--- src/rtl/int_pulse_cond.sv ---
// Interrupt conditioner placed in front of the CPU's two interrupt inputs.
// Each asynchronous pin is synchronised and edge-detected. Events are counted
// per channel and replayed as fixed-width, non-overlapping request pulses.
// Channel A has priority over channel B.
module int_pulse_cond #(
  parameter int SYNC_STAGES  = 2,  // synchroniser depth, 2..4
  parameter int PULSE_CYCLES = 4,  // output pulse width in clocks, 1..15
  parameter int GAP_CYCLES   = 2,  // minimum low clocks between pulses, 0..15
  parameter int PEND_W       = 2   // per-channel pending counter width
) (
  input  logic       clk,
  input  logic       n_rst,
  input  logic       i_int_a_raw,
  input  logic       i_int_b_raw,
  input  logic [1:0] i_en,
  input  logic       i_ovf_clr,
  output logic       o_inta,
  output logic       o_intb,
  output logic [1:0] o_ovf,
  output logic       o_busy
);

  typedef enum logic [1:0] {
    IDLE    = 2'd0,
    PULSE_A = 2'd1,
    PULSE_B = 2'd2,
    GAP     = 2'd3
  } state_t;

  localparam logic [PEND_W-1:0] PEND_MAX   = '1;
  localparam logic [PEND_W-1:0] PEND_ONE   = PEND_W'(1);
  localparam logic [3:0]        PULSE_LOAD = 4'(PULSE_CYCLES - 1);
  localparam logic [3:0]        GAP_LOAD   = 4'(GAP_CYCLES - 1);

  logic [SYNC_STAGES-1:0] sync_a;
  logic [SYNC_STAGES-1:0] sync_b;
  logic                   hist_a;
  logic                   hist_b;
  // Fills with ones after reset; the top bit marks the point where both the
  // synchroniser output and its history hold real pin samples. Until then no
  // edge is reported, so a pin already high at reset release is not an event.
  logic [SYNC_STAGES:0]   arm;

  logic [1:0]             ev;
  logic [1:0]             deq;
  logic [1:0]             ovf_set;
  logic [1:0][PEND_W-1:0] pend;
  logic [1:0][PEND_W-1:0] pend_nxt;

  state_t                 state;
  logic [3:0]             cnt;

  // Synchroniser chains, edge history and the post-reset arming shift register.
  // NOTE: sequential state uses non-blocking assignments so every flop samples
  // the values from before the edge, independent of statement order.
  always_ff @(posedge clk or negedge n_rst) begin
    if (!n_rst) begin
      sync_a <= '0;
      sync_b <= '0;
      hist_a <= 1'b0;
      hist_b <= 1'b0;
      arm    <= '0;
    end else begin
      sync_a <= {sync_a[SYNC_STAGES-2:0], i_int_a_raw};
      sync_b <= {sync_b[SYNC_STAGES-2:0], i_int_b_raw};
      hist_a <= sync_a[SYNC_STAGES-1];
      hist_b <= sync_b[SYNC_STAGES-1];
      arm    <= {arm[SYNC_STAGES-1:0], 1'b1};
    end
  end

  assign ev = {arm[SYNC_STAGES] & sync_b[SYNC_STAGES-1] & ~hist_b,
               arm[SYNC_STAGES] & sync_a[SYNC_STAGES-1] & ~hist_a};

  // The FSM takes one event per visit to IDLE, A first.
  assign deq = {(state == IDLE) && (pend[0] == '0) && (pend[1] != '0),
                (state == IDLE) && (pend[0] != '0)};

  assign o_busy = (state != IDLE) || (pend[0] != '0) || (pend[1] != '0);

  // Next pending count and overflow request per channel.
  // NOTE: every variable gets a default before the branches, so no path leaves
  // it unassigned and no latch is inferred.
  always_comb begin
    pend_nxt = pend;
    ovf_set  = '0;
    for (int i = 0; i < 2; i++) begin
      if (!i_en[i]) begin
        pend_nxt[i] = '0;
      end else if (ev[i]) begin
        if (pend[i] == PEND_MAX) begin
          // A saturated queue drops the event even if one leaves this cycle.
          ovf_set[i] = 1'b1;
          if (deq[i]) pend_nxt[i] = pend[i] - PEND_ONE;
        end else if (!deq[i]) begin
          pend_nxt[i] = pend[i] + PEND_ONE;
        end
      end else if (deq[i]) begin
        pend_nxt[i] = pend[i] - PEND_ONE;
      end
    end
  end

  // Pending counters and sticky overflow flags; a new overflow beats a clear.
  always_ff @(posedge clk or negedge n_rst) begin
    if (!n_rst) begin
      pend  <= '0;
      o_ovf <= 2'b00;
    end else begin
      pend  <= pend_nxt;
      o_ovf <= ovf_set | (o_ovf & ~{2{i_ovf_clr}});
    end
  end

  // Pulse sequencer. The request outputs are registered copies of the pulse
  // states, so each output pulse trails its state by one clock and has exactly
  // the state's length and spacing.
  always_ff @(posedge clk or negedge n_rst) begin
    if (!n_rst) begin
      state  <= IDLE;
      cnt    <= 4'd0;
      o_inta <= 1'b0;
      o_intb <= 1'b0;
    end else begin
      o_inta <= (state == PULSE_A);
      o_intb <= (state == PULSE_B);
      case (state)
        IDLE: begin
          if (pend[0] != '0) begin
            state <= PULSE_A;
            cnt   <= PULSE_LOAD;
          end else if (pend[1] != '0) begin
            state <= PULSE_B;
            cnt   <= PULSE_LOAD;
          end
        end
        PULSE_A, PULSE_B: begin
          if (cnt == 4'd0) begin
            if (GAP_CYCLES == 0) begin
              state <= IDLE;
            end else begin
              state <= GAP;
              cnt   <= GAP_LOAD;
            end
          end else begin
            cnt <= cnt - 4'd1;
          end
        end
        GAP: begin
          if (cnt == 4'd0) state <= IDLE;
          else             cnt   <= cnt - 4'd1;
        end
        default: state <= IDLE;
      endcase
    end
  end

endmodule

--- config.mk ---
export PLATFORM = sky130hd
export DESIGN_NAME = int_pulse_cond
export DESIGN_NICKNAME = d
export VERILOG_FILES = /design/src/rtl/int_pulse_cond.sv
export SDC_FILE = /design/constraint.sdc
export NUM_CORES = 1
export LEC_CHECK = 0
export CORE_AREA = 5 5 57 69
export DETAILED_ROUTE_END_ITERATION = 16
export DIE_AREA = 0 0 62 74
export GPL_TIMING_DRIVEN = 0
export SYNTH_ARGS = -nofsm -noshare
export SYNTH_HDL_FRONTEND = slang
export SYNTH_SLANG_ARGS = --single-unit
--- constraint.sdc ---
create_clock -name clk -period 2.09 [get_ports clk]
set_input_delay 0.3135 -clock clk [delete_from_list [all_inputs] [get_ports clk]]
set_output_delay 0.3135 -clock clk [all_outputs]
set_load 0.02 [all_outputs]
Word level (Yosys, flattened, before mapping)

Index checks and enable logic that the tools add are counted.

Multiplexer cells: 26
Reductions and logical operators: 14
Eq/ne operators: 11
Bitwise logic cells: 9
$add $sub $neg: 5

Operators with widths:

| operator                                                               | count |
|---|---|
| 2-bit two-way mux                                                      | 14 |
| 4-bit two-way mux                                                      | 4 |
| 4-bit one-hot mux with 3 select lines                                  | 1 |
| 2-bit equality test (second input constant)                            | 4 |
| 4-bit by 3-bit != test with 1-bit output (second input constant)       | 2 |
| 1-bit two-way mux                                                      | 6 |
| 2-bit != test (second input constant)                                  | 3 |
| 2-bit one-hot mux with 3 select lines                                  | 1 |
| 2-bit nonzero test                                                     | 3 |
| 2-bit by 1-bit adder with 2-bit output (second input constant)         | 2 |
| 1-bit AND                                                              | 4 |
| 2-bit logical NOT                                                      | 2 |
| 4-bit logical NOT                                                      | 1 |
| 2-bit by 1-bit subtractor with 2-bit output (second input constant)    | 2 |
| 4-bit by 1-bit subtractor with 4-bit output (second input constant)    | 1 |
| 1-bit logical AND                                                      | 3 |
| 3-bit by 2-bit != test with 1-bit output (second input constant)       | 1 |
| 3-bit AND reduction                                                    | 1 |
| 2-bit AND                                                              | 1 |
| 2-bit by 1-bit equality test with 1-bit output (second input constant) | 1 |
| 1-bit logical OR                                                       | 2 |
| 1-bit NOT                                                              | 2 |
| 2-bit NOT                                                              | 1 |
| 2-bit bitwise OR                                                       | 1 |
| other kinds (2)                                                        | 2 |

Register bits: 23
Output and inout bits: 5
Logic and storage cells: 77

Logic depth before layout (Yosys ltp)

Gate-level depths: netlist of the first run.

Depth in word-level cells: 7
Mapped depth: 7
Mapped depth without buffers: 6

Worst setup path before layout of the first run

OpenSTA, ideal clock, no wires.

Kind: register to register
From: register pend[0] (netlist name)
To: register cnt[1]
Clock period less this slack: 1.578 ns
Stages on the path, launching flop included: 7
Arrival time: 1.509 ns
Buffers on the path: 1
Slack: 0.512 ns
Setup time: 0.069 ns
Cell sequence: dfrtp_1 -> inv_1 -> ha_1 -> and3_1 -> buf_6 -> or4_1 -> nand3_1

Word-level cells in the longest chain between the ends: 3
Elaborated cells on any way between the ends: 5
Those cells by class: 1 x eq/ne; 2 x mux; 2 x reduce/logical

RTL lines:

| what                                                                          | RTL line | RTL |
|---|---|---|
| start, declared                                                               | 47       | `logic [1:0][PEND_W-1:0] pend;` |
| start signal, assigned                                                        | 110      | `pend <= pend_nxt;` |
| 2-bit nonzero test *                                                          | 129      | `if (pend[0] != '0) begin` |
| 4-bit two-way mux or 3-bit by 2-bit != test with 1-bit output (tied branches) | n/a      |  |
| 4-bit one-hot mux with 3 select lines or 2-bit AND reduction (tied branches)  | n/a      |  |
| end signal, assigned                                                          | 146      | `cnt <= cnt - 4'd1;` |
| end signal, assigned                                                          | 151      | `else cnt <= cnt - 4'd1;` |
| end, declared                                                                 | 51       | `logic [3:0] cnt;` |

Every way passes the cells marked *; elsewhere a longest branch is shown, timed or not.
A chain may end at the register's enable or synchronous reset.

Worst setup path after layout of the first run

From: register pend[1] (netlist name)
To: output o_busy

Word-level cells in the longest chain between the ends: 3

RTL lines:

| what                          | RTL line | RTL |
|---|---|---|
| 2-bit nonzero test            | 79       | `assign o_busy = (state != IDLE) \|\| (pend[0] != '0) \|\| (pend[1] != '0);` |
| 1-bit logical OR (2 in a row) | 79       |  |
| end, declared                 | 20       | `output logic o_busy` |

Every way passes these cells.

==> flow_metrics.tcl, run 1 <==
set metrics [dict create \
    gp_congestion 0.733 \
    worstHoldPathCells 0 \
    clockBufferDepth 2 \
    holdCritPathClass "register to register" \
    critPathCaptureType "output port" \
    cp.required_ns 1.78 \
    slew_violations 0 \
    h-tree-depth 1 \
    fin_crit_sh_pct 95.1 \
    antenna_cells 0 \
    drive_gt1_share_pct 11.9 \
    skew_ns 0.00276 \
    final_cell_mix "dfrtp_1, ha_1, clkdlybuf4s50_1" \
    io_buffers 11 \
    drc 0 \
    area_growth_pct 18.7 \
    critPathKind "register to output port" \
    boundaryPins 12 \
    powerDensity_mw_per_mm2 1220 \
    nFillCells 316 \
    start_kind "register" \
    grt_pass1_wl_mm 3.48 \
    wire_per_inst_um 12.9 \
    synth_ff_type "dfrtp_1" \
    ys_types 37 \
    gr-total-overflow 0 \
    grt_setup_unrepaired "no" \
    clock_sink_count 23 \
    cap_violations 0 \
    status "finished, final reports clean" \
    fin_area_mm2 0.00144 \
    cts.reportedPaths.clkPinSlew_ns 0.08 \
    die_height_um 74 \
    fin_nets 138 \
    dr_total_vias 796 \
    syn_area_mm2 0.00121 \
    async_flop_share_pct 100 \
    cts-root-buf "clkbuf_8" \
    cts-buffers-inserted 3 \
    slew_headroom_pct 32.2 \
    ant_nets 0 \
    hp-start "arm[1]" \
    die_area_mm2 0.00459 \
    die_w_um 62 \
    syn-num-nets 122 \
    viasPerCell 5.14 \
    grt_max_degree 24 \
    leakage_nw 0.652 \
    hpwlAfterDp_mm 1.50 \
    final_common_cell "dfrtp_1" \
    reg2reg_to "cnt[1]" \
    peakVddDrop_mv 0.549 \
    r2r-start "pend[1]" \
    synth-edff-count 0 \
    clk_latency_ns 0.26 \
    yosysSeqAreaShare_pct 47.6 \
    syn_inst 103 \
    worstMarginPinSlew_ns 1.01 \
    start_util_pct 37.5 \
    totalPowerFinal_mw 1.75 \
    postRouteWirelength_mm 1.99 \
    min_to "arm[2]" \
    hold_violations 0 \
    finalSetupViolCount 0 \
    first_pass_iters 4 \
    grt_usage_pct 10.1 \
    fmax_mhz 503 \
    post_dp_cell_area_mm2 0.00137 \
    grt_pass1_vias 805 \
    synth_area_per_cell_um2 11.7 \
    core_area_mm2 0.00322 \
    fin_setup_tns_ns 0 \
    period_needed_ns 1.99 \
    num_rows 23 \
    worstPathMaxFanout 8 \
    r2r_cells 6 \
    ys_ff_latch 23 \
    antenna_found_initial 0 \
    r2r_slack_ns 0.46 \
    ys_warn_count 0 \
    cts_tree "built" \
    cp_data_arrival_time_ns 1.67 \
    drtIter0Drc 20 \
]
==> worst max path at each step <==
| stage | start | to | slack, ns | cells after the start |
|---|---|---|---|---|
| floorplan | pend[0] | cnt[1] | 0.51 | 6 |
| global placement | pend[0] | o_busy | 0.04 | 6 |
| detailed placement | pend[0] | o_busy | 0.009 | 6 |
| CTS | state[1] | o_busy | 0.02 | 6 |
| global route | pend[0] | o_busy | 0.02 | 6 |
| finish | pend[1] | o_busy | 0.10 | 6 |
==> critical path, stage by stage (launching register included) <==
cell           delay, ns
dfrtp_1             0.38
inv_1               0.09
ha_4                0.19
and3_1              0.19
buf_6               0.13
inv_2               0.08
dlygate4sd2_1       0.34
==> layer usage <==
metal	GRT usage, %	up-vias	share of wire [%]	routed length [µm]
li1	-	397	-	-
met5	0	-	0	0
met1	12.0	391	44	871
met3	2.08	2	2.5	50
met4	4.25	0	1.0	20
met2	17.2	6	53	1050
==> kinds of logic after synthesis <==
group                      share of synthesized area, %
buffers and inverters                              4.35
AOI/OAI and AO/OA                                  10.1
other                                             0.310
adders and majority gates                          12.4
and+or+nand+nor                                    17.6
muxes                                              4.97
DFF                                                47.6
xor gates and xnor gates                           2.59
==> stage by stage <==
step | util [%] | worst slack [ns] | hold WS (ns) | instances
finish | 44.5 | 0.102 | 0.353 | 155
global route | 44.5 | 0.0188 | 0.370 | 155
CTS | 43.9 | 0.0165 | 0.355 | 155
detailed placement | 42.4 | 0.00880 | 0.336 | 151
global placement | 42.4 | 0.0403 | 0.332 | 151
floorplan | - | 0.512 | 0.0179 | 103
==> synthesized netlist by cell type, drive strengths merged, types with 3 or more instances <==
| cell | count | area share, % |
|---|---|---|
| inv | 11 | 3.4 |
| ha | 12 | 12 |
| mux2i | 6 | 5.0 |
| dfrtp | 23 | 48 |
| nand3 | 3 | 1.2 |
| nor2 | 3 | 0.93 |
| nand3b | 4 | 2.5 |
| o21ai | 6 | 2.5 |
==> cell type report <==
cell class | instances | area (µm²) | area share [%]
Multi-Input combinational cell | 68 | 606 | 42.2
Inverter | 11 | 41.3 | 2.88
Tap cell | 37 | 46.3 | 3.23
Clock inverter | 1 | 5.00 | 0.349
Timing Repair Buffer | 11 | 109 | 7.58
Buffer | 1 | 11.3 | 0.785
Sequential cell | 23 | 576 | 40.1
Clock buffer | 3 | 41.3 | 2.88
==> state kept, by name (all words and copies together) (netlist names) <==
signal / flops
arm: 3
cnt: 4
hist_a: 1
hist_b: 1
o_inta: 1
o_intb: 1
o_ovf: 2
pend: 4
state: 2
sync_a: 2
sync_b: 2
==> what timing repair did <==
item / CTS / global route
hold buffers: 0 / 0
pin swaps: 0 / 0
resized for setup: 3 / 4
endpoints found under the setup margin: 1 / 1
buffers inserted: 0 / 0
==> power breakdown <==
part           leakage, nW  internal [mW]  switching, mW
Combinational        0.341          0.427          0.440
Clock               0.0255          0.133          0.139
Sequential           0.286          0.544         0.0689
(Power assumes the default switching activity.)
==> inputs of run 2 (changes only) <==
- PLACE_DENSITY: unset -> 0.54
==> flow_metrics.tcl, run 2 (same netlist as run 1, synthesis figures left out) <==
set metrics [dict create \
    reg2reg_to "cnt[1]" \
    setup_ws_ns 0.123 \
    multi_input_area_um2 596 \
    ff_latch_area_um2 576 \
    fin_crit_sh_pct 94.1 \
    dr_total_vias 826 \
    cp_data_arrival_time_ns 1.65 \
    core_area_mm2 0.00322 \
    start_kind "register" \
    final_common_cell "dfrtp_1" \
    fin_nets 138 \
    min_to "arm[2]" \
    viasPerCell 5.33 \
    use_met1_pct 13.6 \
    drc 0 \
    r2r-start "pend[1]" \
    grt_usage_pct 11.3 \
    die_w_um 62 \
    busiest_layer "met2" \
    use_met3_pct 2.60 \
    dp_slack_ns 0.0123 \
    gr-total-overflow 0 \
    drive_gt1_share_pct 11.9 \
    ant_nets 0 \
    die_area_mm2 0.00459 \
    gp_congestion 0.777 \
    cts-buffers-inserted 3 \
    slew_violations 0 \
    r2r_slack_ns 0.43 \
    skew_ns 0.00194 \
    cts_tree "built" \
    grt_setup_unrepaired "no" \
    hpwlAfterDp_mm 1.57 \
    worstHoldPathCells 0 \
    clk_latency_ns 0.27 \
    powerDensity_mw_per_mm2 1230 \
    worstMarginPinSlew_ns 1.02 \
    grt_pass1_wl_mm 3.86 \
    slew_headroom_pct 31.5 \
    boundaryPins 12 \
    clock_sink_count 23 \
    critPathKind "register to output port" \
    postRouteWirelength_mm 2.12 \
    grtUsageMet2_pct 18.9 \
    cp.required_ns 1.78 \
    fin_setup_tns_ns 0 \
    hp-start "arm[1]" \
    postCtsSetupRepairBufs 0 \
    grt_pass1_vias 884 \
    peakVddDrop_mv 0.730 \
    clockBufferDepth 2 \
    die_height_um 74 \
    antenna_cells 0 \
    h-tree-depth 1 \
    cap_violations 0 \
    critPathCaptureType "output port" \
    wire_per_inst_um 13.7 \
    cts-root-buf "clkbuf_8" \
    start_util_pct 37.5 \
    first_pass_iters 3 \
    whs_ns 0.354 \
    io_buffers 11 \
    worstPathMaxFanout 8 \
    finalSetupViolCount 0 \
    r2r_cells 6 \
    dpl.cell_count 151 \
    leakage_nw 0.654 \
    cts.reportedPaths.clkPinSlew_ns 0.09 \
    hold_violations 0 \
    nFillCells 314 \
    fin_area_mm2 0.00143 \
    final_cell_mix "dfrtp_1, ha_1, clkdlybuf4s50_1" \
    drtIter0Drc 24 \
    holdCritPathClass "register to register" \
    fmax_mhz 508 \
    reg.largest.list "cnt x4, pend x4, arm x3" \
    grt_max_degree 24 \
    antenna_found_initial 0 \
    final_cells 155 \
    cp-startpoint "pend[0]" \
    num_rows 23 \
    period_needed_ns 1.97 \
    area_growth_pct 18.1 \
    status "finished, final reports clean" \
    post_dp_cell_area_mm2 0.00137 \
]
[run 2: cell types whose count changed in the layout (fill, tap and decap cells not counted), sizes merged]
cell	change
clkdlybuf4s15	+1
dlygate4sd2	-1
[run 2: how the worst max path moves through the flow]
stage	to	slack, ns	cells past startpoint
final	o_busy	0.12	6
after detailed placement	o_busy	0.01	6
after floorplan	cnt[1]	0.51	6
after CTS	o_busy	0.04	6
after global routing	o_busy	0.01	6
after global placement	o_busy	0.02	6
[run 2: what timing repair did]
item                       CTS  global route
gates resized for setup      3             4
hold buffers                 0             0
setup endpoints to repair    1             1
[run 2: layer usage]
layer / vias up / share of wire, %
li1: 399 / -
met1: 416 / 44
met2: 7 / 51
met3: 4 / 3.0
met4: 0 / 1.9
met5: - / 0
[run 2: cell type report]
class                      count  area share, %
multi-input combinational     68           41.7
sequential                    23           40.3
timing repair buffer          11           7.80
tap                           37           3.24
clock buffer                   3           2.89
inverter                      11           2.89
buffer                         1          0.789
clock inverter                 1          0.351
[run 2: stage by stage]
stage	power [mW]	util, %
after floorplan	1.23	-
after global routing	1.92	44.3
final	1.76	44.3
after detailed placement	1.45	42.4
after global placement	1.43	42.4
after CTS	1.74	43.8
[run 2: where the power goes]
part           switching [mW]  internal (mW)
clock network           0.153          0.133
registers              0.0699          0.544
logic                   0.443          0.419
[run 2: worst max-delay path, stage by stage (launching register included)]
cell             delay, ns
dfrtp_1               0.39
inv_1                 0.10
ha_2                  0.26
and3_1                0.20
buf_6                 0.12
inv_2                 0.06
clkdlybuf4s15_2       0.25
